### src/rtl/pcie_trn_rx_buffer.sv
// -----------------------------------------------------------------------------
// pcie_trn_rx_buffer
// Packet-mode receive buffer for the Spartan-6 PCIe endpoint TRN RX interface.
// Whole TLPs are written into a circular FIFO. A TLP becomes visible to the
// fabric-side reader only once its eof beat has been committed. A TLP that is
// discontinued, that is cut off by an early sof, or that is oversized is rolled
// back and counted.
//
// Ports
//   trn_clk, trn_reset_n       : clock, async active-low reset
//   trn_rd/rsof_n/reof_n/rrem_n: TRN RX beat and framing (active-low)
//   trn_rsrc_rdy_n/rsrc_dsc_n  : source valid / discontinue (active-low)
//   trn_rbar_hit_n             : BAR hit, sampled on sof (active-low)
//   trn_rdst_rdy_n             : registered ready back to the endpoint
//   trn_rnp_ok_n               : registered non-posted OK
//   rx_valid/ready/data/sof/eof/half/bar : committed-packet output stream
//   dsc_count, ovf_count       : saturating drop counters
//
// Write FSM
//   state  | meaning
//   IDLE   | between packets, waiting for a sof beat
//   PKT    | packet in progress, beats written past commit_ptr
//   DROP   | oversized packet, discarding beats until eof/dsc
// -----------------------------------------------------------------------------
module pcie_trn_rx_buffer #(
  parameter int DEPTH_LOG2 = 5,
  parameter int NP_RESERVE = 8
) (
  input  logic        trn_clk,
  input  logic        trn_reset_n,
  input  logic [63:0] trn_rd,
  input  logic        trn_rsof_n,
  input  logic        trn_reof_n,
  input  logic        trn_rrem_n,
  input  logic        trn_rsrc_rdy_n,
  input  logic        trn_rsrc_dsc_n,
  input  logic [6:0]  trn_rbar_hit_n,
  output logic        trn_rdst_rdy_n,
  output logic        trn_rnp_ok_n,
  output logic        rx_valid,
  input  logic        rx_ready,
  output logic [63:0] rx_data,
  output logic        rx_sof,
  output logic        rx_eof,
  output logic        rx_half,
  output logic [6:0]  rx_bar,
  output logic [7:0]  dsc_count,
  output logic [7:0]  ovf_count
);

  localparam int DEPTH = 1 << DEPTH_LOG2;
  localparam int PW    = DEPTH_LOG2 + 1;
  localparam int EW    = 74;

  typedef enum logic [1:0] {
    S_IDLE,
    S_PKT,
    S_DROP
  } wr_state_t;

  wr_state_t         r_state;
  wr_state_t         w_state_next;
  logic [PW-1:0]     r_wr_ptr;
  logic [PW-1:0]     r_commit_ptr;
  logic [PW-1:0]     r_commit_rd;
  logic [PW-1:0]     r_rd_ptr;
  logic [PW-1:0]     r_len;
  logic [6:0]        r_bar;
  logic [EW-1:0]     r_mem [DEPTH];
  logic              r_dst_rdy_n;
  logic              r_np_ok_n;
  logic              r_rx_valid;
  logic [EW-1:0]     r_rx_entry;
  logic [7:0]        r_dsc_count;
  logic [7:0]        r_ovf_count;

  logic [PW-1:0]     w_wr_next;
  logic [PW-1:0]     w_commit_next;
  logic [PW-1:0]     w_len_next;
  logic [PW-1:0]     w_base;
  logic [PW-1:0]     w_waddr;
  logic [6:0]        w_bar_next;
  logic [6:0]        w_wbar;
  logic [EW-1:0]     w_wdata;
  logic              w_we;
  logic              w_start;
  logic              w_dsc_inc;
  logic              w_ovf_inc;
  logic              w_in_xfer;
  logic              w_sof;
  logic              w_eof;
  logic              w_dsc;
  logic              w_out_xfer;
  logic [PW-1:0]     w_rd_next;
  logic              w_rd_avail;
  logic [PW-1:0]     w_used_next;
  logic [PW-1:0]     w_free_next;

  assign w_in_xfer  = ~trn_rsrc_rdy_n & ~r_dst_rdy_n;
  assign w_sof      = ~trn_rsof_n;
  assign w_eof      = ~trn_reof_n;
  assign w_dsc      = ~trn_rsrc_dsc_n;

  // ---------------------------------------------------------------------------
  // Write FSM, next state
  // ---------------------------------------------------------------------------
  always_comb begin
    w_state_next  = r_state;
    w_wr_next     = r_wr_ptr;
    w_commit_next = r_commit_ptr;
    w_len_next    = r_len;
    w_bar_next    = r_bar;
    w_we          = 1'b0;
    w_waddr       = r_wr_ptr;
    w_dsc_inc     = 1'b0;
    w_ovf_inc     = 1'b0;
    w_start       = 1'b0;
    w_base        = r_wr_ptr;

    case (r_state)
      S_IDLE: begin
        if (w_in_xfer && w_sof) w_start = 1'b1;
      end
      S_PKT: begin
        if (w_dsc) begin
          w_wr_next    = r_commit_ptr;
          w_dsc_inc    = 1'b1;
          w_state_next = S_IDLE;
        end else if (w_in_xfer && w_sof) begin
          // Early sof: drop the open packet and restart at the commit point.
          w_dsc_inc = 1'b1;
          w_start   = 1'b1;
          w_base    = r_commit_ptr;
        end else if (w_in_xfer) begin
          w_we      = 1'b1;
          w_waddr   = r_wr_ptr;
          w_wr_next = r_wr_ptr + PW'(1);
          if (w_eof) begin
            w_commit_next = r_wr_ptr + PW'(1);
            w_state_next  = S_IDLE;
          end else if (r_len + PW'(1) == PW'(DEPTH)) begin
            // Packet cannot fit even in an empty FIFO: give the space back.
            w_wr_next    = r_commit_ptr;
            w_ovf_inc    = 1'b1;
            w_state_next = S_DROP;
          end else begin
            w_len_next = r_len + PW'(1);
          end
        end
      end
      S_DROP: begin
        if (w_dsc || (w_in_xfer && w_eof)) w_state_next = S_IDLE;
      end
      default: w_state_next = S_IDLE;
    endcase

    if (w_start) begin
      w_we       = 1'b1;
      w_waddr    = w_base;
      w_wr_next  = w_base + PW'(1);
      w_bar_next = ~trn_rbar_hit_n;
      if (w_eof) begin
        w_commit_next = w_base + PW'(1);
        w_state_next  = S_IDLE;
      end else begin
        w_len_next   = PW'(1);
        w_state_next = S_PKT;
      end
    end
  end

  assign w_wbar  = w_start ? ~trn_rbar_hit_n : r_bar;
  assign w_wdata = {w_wbar, (trn_rrem_n & w_eof), w_eof, w_sof, trn_rd};

  // ---------------------------------------------------------------------------
  // Read side: rd_ptr points at the entry shown on the output register, so an
  // entry stays counted as used until the consumer takes it.
  // ---------------------------------------------------------------------------
  assign w_out_xfer  = r_rx_valid & rx_ready;
  assign w_rd_next   = r_rd_ptr + PW'(w_out_xfer);
  assign w_rd_avail  = (w_rd_next != r_commit_rd);
  assign w_used_next = w_wr_next - w_rd_next;
  assign w_free_next = PW'(DEPTH) - w_used_next;

  always_ff @(posedge trn_clk or negedge trn_reset_n) begin
    if (!trn_reset_n) begin
      r_state      <= S_IDLE;
      r_wr_ptr     <= '0;
      r_commit_ptr <= '0;
      r_commit_rd  <= '0;
      r_rd_ptr     <= '0;
      r_len        <= '0;
      r_bar        <= '0;
      r_dst_rdy_n  <= 1'b1;
      r_np_ok_n    <= 1'b1;
      r_rx_valid   <= 1'b0;
      r_rx_entry   <= '0;
      r_dsc_count  <= '0;
      r_ovf_count  <= '0;
    end else begin
      r_state      <= w_state_next;
      r_wr_ptr     <= w_wr_next;
      r_commit_ptr <= w_commit_next;
      // One extra stage keeps a freshly committed entry's write well clear
      // of the show-ahead read.
      r_commit_rd  <= r_commit_ptr;
      r_rd_ptr     <= w_rd_next;
      r_len        <= w_len_next;
      r_bar        <= w_bar_next;
      r_dst_rdy_n  <= ~((w_free_next >= PW'(1)) || (w_state_next == S_DROP));
      r_np_ok_n    <= ~(w_free_next >= PW'(NP_RESERVE));
      r_rx_valid   <= w_rd_avail;
      r_rx_entry   <= w_rd_avail ? r_mem[w_rd_next[DEPTH_LOG2-1:0]] : '0;
      if (w_dsc_inc && (r_dsc_count != 8'hFF)) r_dsc_count <= r_dsc_count + 8'd1;
      if (w_ovf_inc && (r_ovf_count != 8'hFF)) r_ovf_count <= r_ovf_count + 8'd1;
    end
  end

  always_ff @(posedge trn_clk) begin
    if (w_we) r_mem[w_waddr[DEPTH_LOG2-1:0]] <= w_wdata;
  end

  assign trn_rdst_rdy_n = r_dst_rdy_n;
  assign trn_rnp_ok_n   = r_np_ok_n;
  assign rx_valid       = r_rx_valid;
  assign rx_data        = r_rx_entry[63:0];
  assign rx_sof         = r_rx_entry[64];
  assign rx_eof         = r_rx_entry[65];
  assign rx_half        = r_rx_entry[66];
  assign rx_bar         = r_rx_entry[73:67];
  assign dsc_count      = r_dsc_count;
  assign ovf_count      = r_ovf_count;

endmodule

### config.mk
export PLATFORM = sky130hd
export DESIGN_NAME = pcie_trn_rx_buffer
export DESIGN_NICKNAME = d
export VERILOG_FILES = /design/src/rtl/pcie_trn_rx_buffer.sv
export SDC_FILE = /design/constraint.sdc
export NUM_CORES = 2
export LEC_CHECK = 0
export ABC_AREA = 1
export BUFFER_PORTS_ARGS = -buffer_cell sky130_fd_sc_hd__buf_2
export CAP_MARGIN = 20
export CORE_MARGIN = 5
export CORE_UTILIZATION = 28
export CTS_CLUSTER_DIAMETER = 50
export DETAILED_ROUTE_END_ITERATION = 7
export GPL_TIMING_DRIVEN = 1
export MAX_ROUTING_LAYER = met4
export PLACE_DENSITY = 0.53
export SYNTH_ARGS = -nofsm -noshare
export SYNTH_HDL_FRONTEND = slang
export SYNTH_SLANG_ARGS = --single-unit
### constraint.sdc
create_clock -name trn_clk -period 4.76 [get_ports trn_clk]
set_clock_uncertainty 0.05 [all_clocks]
set_input_delay 0.476 -clock trn_clk [delete_from_list [all_inputs] [get_ports trn_clk]]
set_output_delay 0.476 -clock trn_clk [all_outputs]
set_load 0.03 [all_outputs]
==> results.rst <==
.. list-table::
   :header-rows: 1

   * - Metric
     - Value
   * - Met3 layer usage reported by global route
     - 0.0253
   * - Hold WC Path Type
     - in2reg
   * - Final cell area excluding filler cells
     - around 0.12 mm2
   * - Post-route fraction of the period consumed by the critical path
     - 0.884
   * - Maximum clock path buffer count
     - 4
   * - Part of the Yosys area used for sequential elements
     - 0.754
   * - Peak fanout along the critical path
     - 12
   * - Syn_nets
     - roughly 7.3k
   * - Post-synthesis instance area
     - 0.0987 mm2
   * - Data required time of the worst path
     - between 5 and 6 ns
   * - Final estimated routing congestion in global placement
     - ~0.77
   * - Fill cells
     - 34.1k
   * - Total cell area at the placement stage
     - about 0.11 mm2
   * - Die Height
     - 604 um
   * - Worst setup margin
     - ~0.55 ns
   * - Final setup violation count
     - 0
   * - Final non-filler cell total
     - ~12k
   * - Layer with the highest usage
     - met2
   * - WS Path Type
     - reg2reg
   * - Core box area
     - 0.352 mm2
   * - Row count
     - between 200 and 250
   * - Register area
     - between 0.07 and 0.08 mm2
   * - Area growth from synthesis to layout
     - 19.0%
   * - DRT antenna net count
     - 0
   * - Worst voltage drop across the vdd grid
     - 0.000810 V
   * - Yosys Warn Count
     - 0
   * - Area of the multi-input gates
     - 0.0222 mm2
   * - Run status
     - completed
   * - Most frequent cell on the critical path
     - sky130_fd_sc_hd__inv_1
   * - Buffer type at the clock tree root
     - sky130_fd_sc_hd__clkbuf_16
   * - H-Tree Depth
     - 5
   * - Worst slew margin relative to its limit
     - 0.171
   * - Mean area per synthesized cell
     - around 14 um2
   * - EDFF count, synth
     - between 2k and 2.5k
   * - Post-synthesis instance total
     - about 7.2k
   * - Wire length of the first global-routing pass
     - 429,000 um
   * - Antenna violations before repair
     - 22
   * - FF+latch count, synth
     - 2,500
   * - Hold violation total from the final report
     - 0
   * - Horizontal extent of the die
     - about 600 um
   * - Met1 routing resource usage after global routing
     - 0.210
   * - Clock-pin slew reported for the worst setup and hold paths after clock tree synthesis
     - approximately 0.060 ns
   * - Leftover overflow at the end of global routing
     - 0
   * - Max Fclk
     - ~240 MHz
   * - Total leakage power
     - between 30 and 40 nW
   * - Post-layout utilization of the core
     - 0.334
   * - Smallest hold slack
     - 0.0766 ns
   * - Async set-or-reset flop fraction in the synthesized netlist
     - 0.0528
   * - Cell class contributing the biggest share of worst-path delay
     - adder cells
   * - Layout cell share with drive strength beyond 1
     - 0.131
   * - GRT met2 Usage
     - 0.262
   * - Unrepaired setup endpoints after global routing
     - false
   * - Crit path capture type
     - register
   * - CP startpoint kind
     - register
   * - Clock latency on the worst-skew pair
     - 0.91 ns
   * - Detailed-placement wirelength estimate
     - between 100,000 and 150,000 um
   * - Post-DR wirelength/cell
     - 24.1 um
   * - Total die area
     - 0.364 mm2
   * - Drt pass-1 iters
     - 5
   * - Number of buffer cells added on primary ports
     - approximately 170
   * - Number of violations of the max-capacitance limit
     - 0
   * - Post-detailed-route DRC marker count
     - 0
   * - Number of CTS-inserted buffers
     - just over 300
   * - Most common cell after layout, fill and taps aside
     - sky130_fd_sc_hd__edfxtp_1
   * - Cells resized by post-CTS repair
     - 0
   * - Starting density of the core
     - 0.280
   * - Pin count of the biggest net entering global routing
     - between 200 and 250
   * - CTS sink count
     - between 2k and 3k
   * - Number of buffer and inverter stages on the critical path
     - 5
   * - Post-layout min period
     - approximately 4.2 ns
   * - Via density
     - approximately 5.1
   * - Sum of routed wire length over all layers
     - about 300,000 um
   * - Ys flop type
     - sky130_fd_sc_hd__edfxtp_1
   * - Post-layout net count
     - 7,477
   * - IO Pins
     - 172
   * - Worst-path cell with the longest stage delay
     - sky130_fd_sc_hd__dfrtp_1
   * - Number of distinct standard cells referenced by the synthesized netlist
     - 52
   * - Total global-route track usage
     - 0.161
   * - Arrival time reported for the critical path endpoint
     - slightly below 5 ns
   * - Initial DRC Count
     - between 6k and 7k
   * - Total number of vias
     - ~62k
   * - Via count of the first global-routing pass
     - between 60k and 70k
   * - Fin. max-slew vios
     - 0
   * - Cell chain of the critical path
     - inv_2 > nand2_4 > nor2_4 > nand2_2 > o21ai_2 > inv_1 > ha_1 > xnor2_1 > inv_1 > o21ai_1 > o21bai_1 > inv_1 > ha_1 > inv_1 > fa_1 > o21ai_0 > a21oi_1 > xor2_1 > xor2_1 > nand3_1 > nand2_1 > nand2_2 > nor2_2
   * - Placed cells
     - around 12k
   * - Slowest Stage Delay on Critical Path
     - about 0.41 ns
   * - Top library cells by usage in the layout, fill and taps aside
     - sky130_fd_sc_hd__edfxtp_1, sky130_fd_sc_hd__nand2_1, sky130_fd_sc_hd__a21oi_1
   * - Worst slack after detailed placement
     - roughly 0.35 ns
   * - TritonCTS clock tree
     - built
   * - Cell area power density
     - 717 mW/mm2
   * - Actual transition at the worst max-transition pin
     - 1.24 ns
cells in the mapped netlist, types with 5 or more instances:
| cell type | count | share of area |
|---|---|---|
| sky130_fd_sc_hd__ha_1 | 16 | 0.0020 |
| sky130_fd_sc_hd__dfrtp_1 | 130 | 0.033 |
| sky130_fd_sc_hd__inv_2 | 8 | 0.00030 |
| sky130_fd_sc_hd__buf_4 | 9 | 0.00068 |
| sky130_fd_sc_hd__nand3_2 | 5 | 0.00051 |
| sky130_fd_sc_hd__nand2_2 | 6 | 0.00038 |
| sky130_fd_sc_hd__a211o_1 | 74 | 0.0066 |
| sky130_fd_sc_hd__o21ai_1 | 54 | 0.0027 |
| sky130_fd_sc_hd__a221oi_2 | 60 | 0.0091 |
| sky130_fd_sc_hd__xor2_1 | 20 | 0.0018 |
| sky130_fd_sc_hd__nor2_1 | 131 | 0.0050 |
| sky130_fd_sc_hd__nand2_1 | 1833 | 0.070 |
| sky130_fd_sc_hd__nand3_1 | 26 | 0.0013 |
| sky130_fd_sc_hd__o211ai_1 | 152 | 0.012 |
| sky130_fd_sc_hd__or2_2 | 5 | 0.00032 |
| sky130_fd_sc_hd__a32oi_1 | 74 | 0.0066 |
| sky130_fd_sc_hd__edfxtp_1 | 2368 | 0.72 |
| sky130_fd_sc_hd__inv_1 | 61 | 0.0023 |
| sky130_fd_sc_hd__xnor2_1 | 11 | 0.00098 |
| sky130_fd_sc_hd__a21oi_1 | 979 | 0.050 |
| sky130_fd_sc_hd__nor2_4 | 5 | 0.00057 |
| sky130_fd_sc_hd__buf_1 | 34 | 0.0013 |
| sky130_fd_sc_hd__a22oi_1 | 151 | 0.011 |
| sky130_fd_sc_hd__buf_2 | 101 | 0.0051 |
| sky130_fd_sc_hd__a221oi_1 | 88 | 0.0078 |
| sky130_fd_sc_hd__clkbuf_1 | 374 | 0.014 |
| sky130_fd_sc_hd__a32o_1 | 222 | 0.023 |
| sky130_fd_sc_hd__nand4_1 | 11 | 0.00070 |
| sky130_fd_sc_hd__o21ai_0 | 122 | 0.0062 |
| sky130_fd_sc_hd__nor2_2 | 6 | 0.00038 |
metrics by stage:
| step | TNS, ns | power (mW) |
|---|---|---|
| finish | 0 | 84.2 |
| detailed placement | 0 | 60.7 |
| global route | 0 | 89.0 |
| floorplan | -1333.66 | 48.9 |
| global placement | 0 | 60.1 |
| CTS | 0 | 84.9 |
worst register-to-register path, cell delays in order (launching register included):
cell and delay (ns):
sky130_fd_sc_hd__dfrtp_1 0.41, sky130_fd_sc_hd__inv_2 0.09, sky130_fd_sc_hd__nand2_4 0.09, sky130_fd_sc_hd__nor2_4 0.11, sky130_fd_sc_hd__nand2_2 0.23, sky130_fd_sc_hd__o21ai_2 0.31
sky130_fd_sc_hd__inv_1 0.16, sky130_fd_sc_hd__ha_1 0.25, sky130_fd_sc_hd__xnor2_1 0.17, sky130_fd_sc_hd__inv_1 0.09, sky130_fd_sc_hd__o21ai_1 0.13, sky130_fd_sc_hd__o21bai_1 0.14
sky130_fd_sc_hd__inv_1 0.07, sky130_fd_sc_hd__ha_1 0.30, sky130_fd_sc_hd__inv_1 0.05, sky130_fd_sc_hd__fa_1 0.39, sky130_fd_sc_hd__o21ai_0 0.20, sky130_fd_sc_hd__a21oi_1 0.13
sky130_fd_sc_hd__xor2_1 0.17, sky130_fd_sc_hd__xor2_1 0.22, sky130_fd_sc_hd__nand3_1 0.11, sky130_fd_sc_hd__nand2_1 0.09, sky130_fd_sc_hd__nand2_2 0.06, sky130_fd_sc_hd__nor2_2 0.11
final cells by class:
class | instances | area share
well taps | 4620 | 0.0492
clock buffers | 377 | 0.0699
multi-input cells | 4086 | 0.189
diodes | 13 | 0.000277
repair buffers | 412 | 0.0348
inverters | 70 | 0.00253
flip-flops and latches | 2500 | 0.634
clock inverters | 192 | 0.0202
path summary, 6_finish.rpt:
path                                  from  cells after the start             end  slack (ns)
max in group asynchronous      trn_reset_n                      3  r_rx_entry[43]        3.25
max                             r_state[1]                     23  trn_rdst_rdy_n        0.55
min reg2reg                r_commit_ptr[5]                      0  r_commit_rd[5]        0.41
min                             trn_rd[19]                      1   r_mem[21][19]        0.08
min in group asynchronous      trn_reset_n                      2    dsc_count[7]        0.20
max reg2reg                     r_state[1]                     23  trn_rdst_rdy_n        0.55
power breakdown:
| group | internal [mW] | switching [mW] | total (mW) |
|---|---|---|---|
| registers | 25.5 | 0.524 | 26.0 |
| clock network | 14.4 | 9.56 | 23.9 |
| logic | 10.8 | 23.4 | 34.2 |
| total | 50.7 | 33.5 | 84.2 |
routing by layer:
layer,routed length [um],part of all wire
met5,0,0
met3,18400,0.062
met4,7970,0.027
met2,144000,0.49
met1,126000,0.43
sequential cells by signal (all words and copies together) (netlist names):
| name | flops |
|---|---|
| r_mem | 2368 |
| r_rx_entry | 74 |
| dsc_count | 8 |
| ovf_count | 8 |
| r_bar | 7 |
| r_commit_ptr | 6 |
| r_commit_rd | 6 |
| r_len | 6 |
| r_rd_ptr | 6 |
| r_wr_ptr | 6 |
| r_state | 2 |
| rx_valid | 1 |
| trn_rdst_rdy_n | 1 |
| trn_rnp_ok_n | 1 |
cell families (layout without fill, tap and decap cells):
family | Yosys count | after routing | synth area share
AO/OA/AOI/OAI | 1998 | 1998 | 0.136
XOR/XNOR | 32 | 32 | 0.00292
adder cells (fa/ha/maj) | 17 | 17 | 0.00223
buffers and inverters | 591 | 1051 | 0.0243
flip-flops | 2500 | 2500 | 0.754
multiplexers | 2 | 2 | 0.000228
other | 0 | 13 | 0
AND/OR/NAND/NOR | 2037 | 2037 | 0.0798
what timing repair did:
item / CTS / global route
setup buffers: 0 / 0
hold endpoints to repair: 1260 / 3
hold buffers: 54 / 3
No activity file was read; power rests on OpenSTA's default activity.
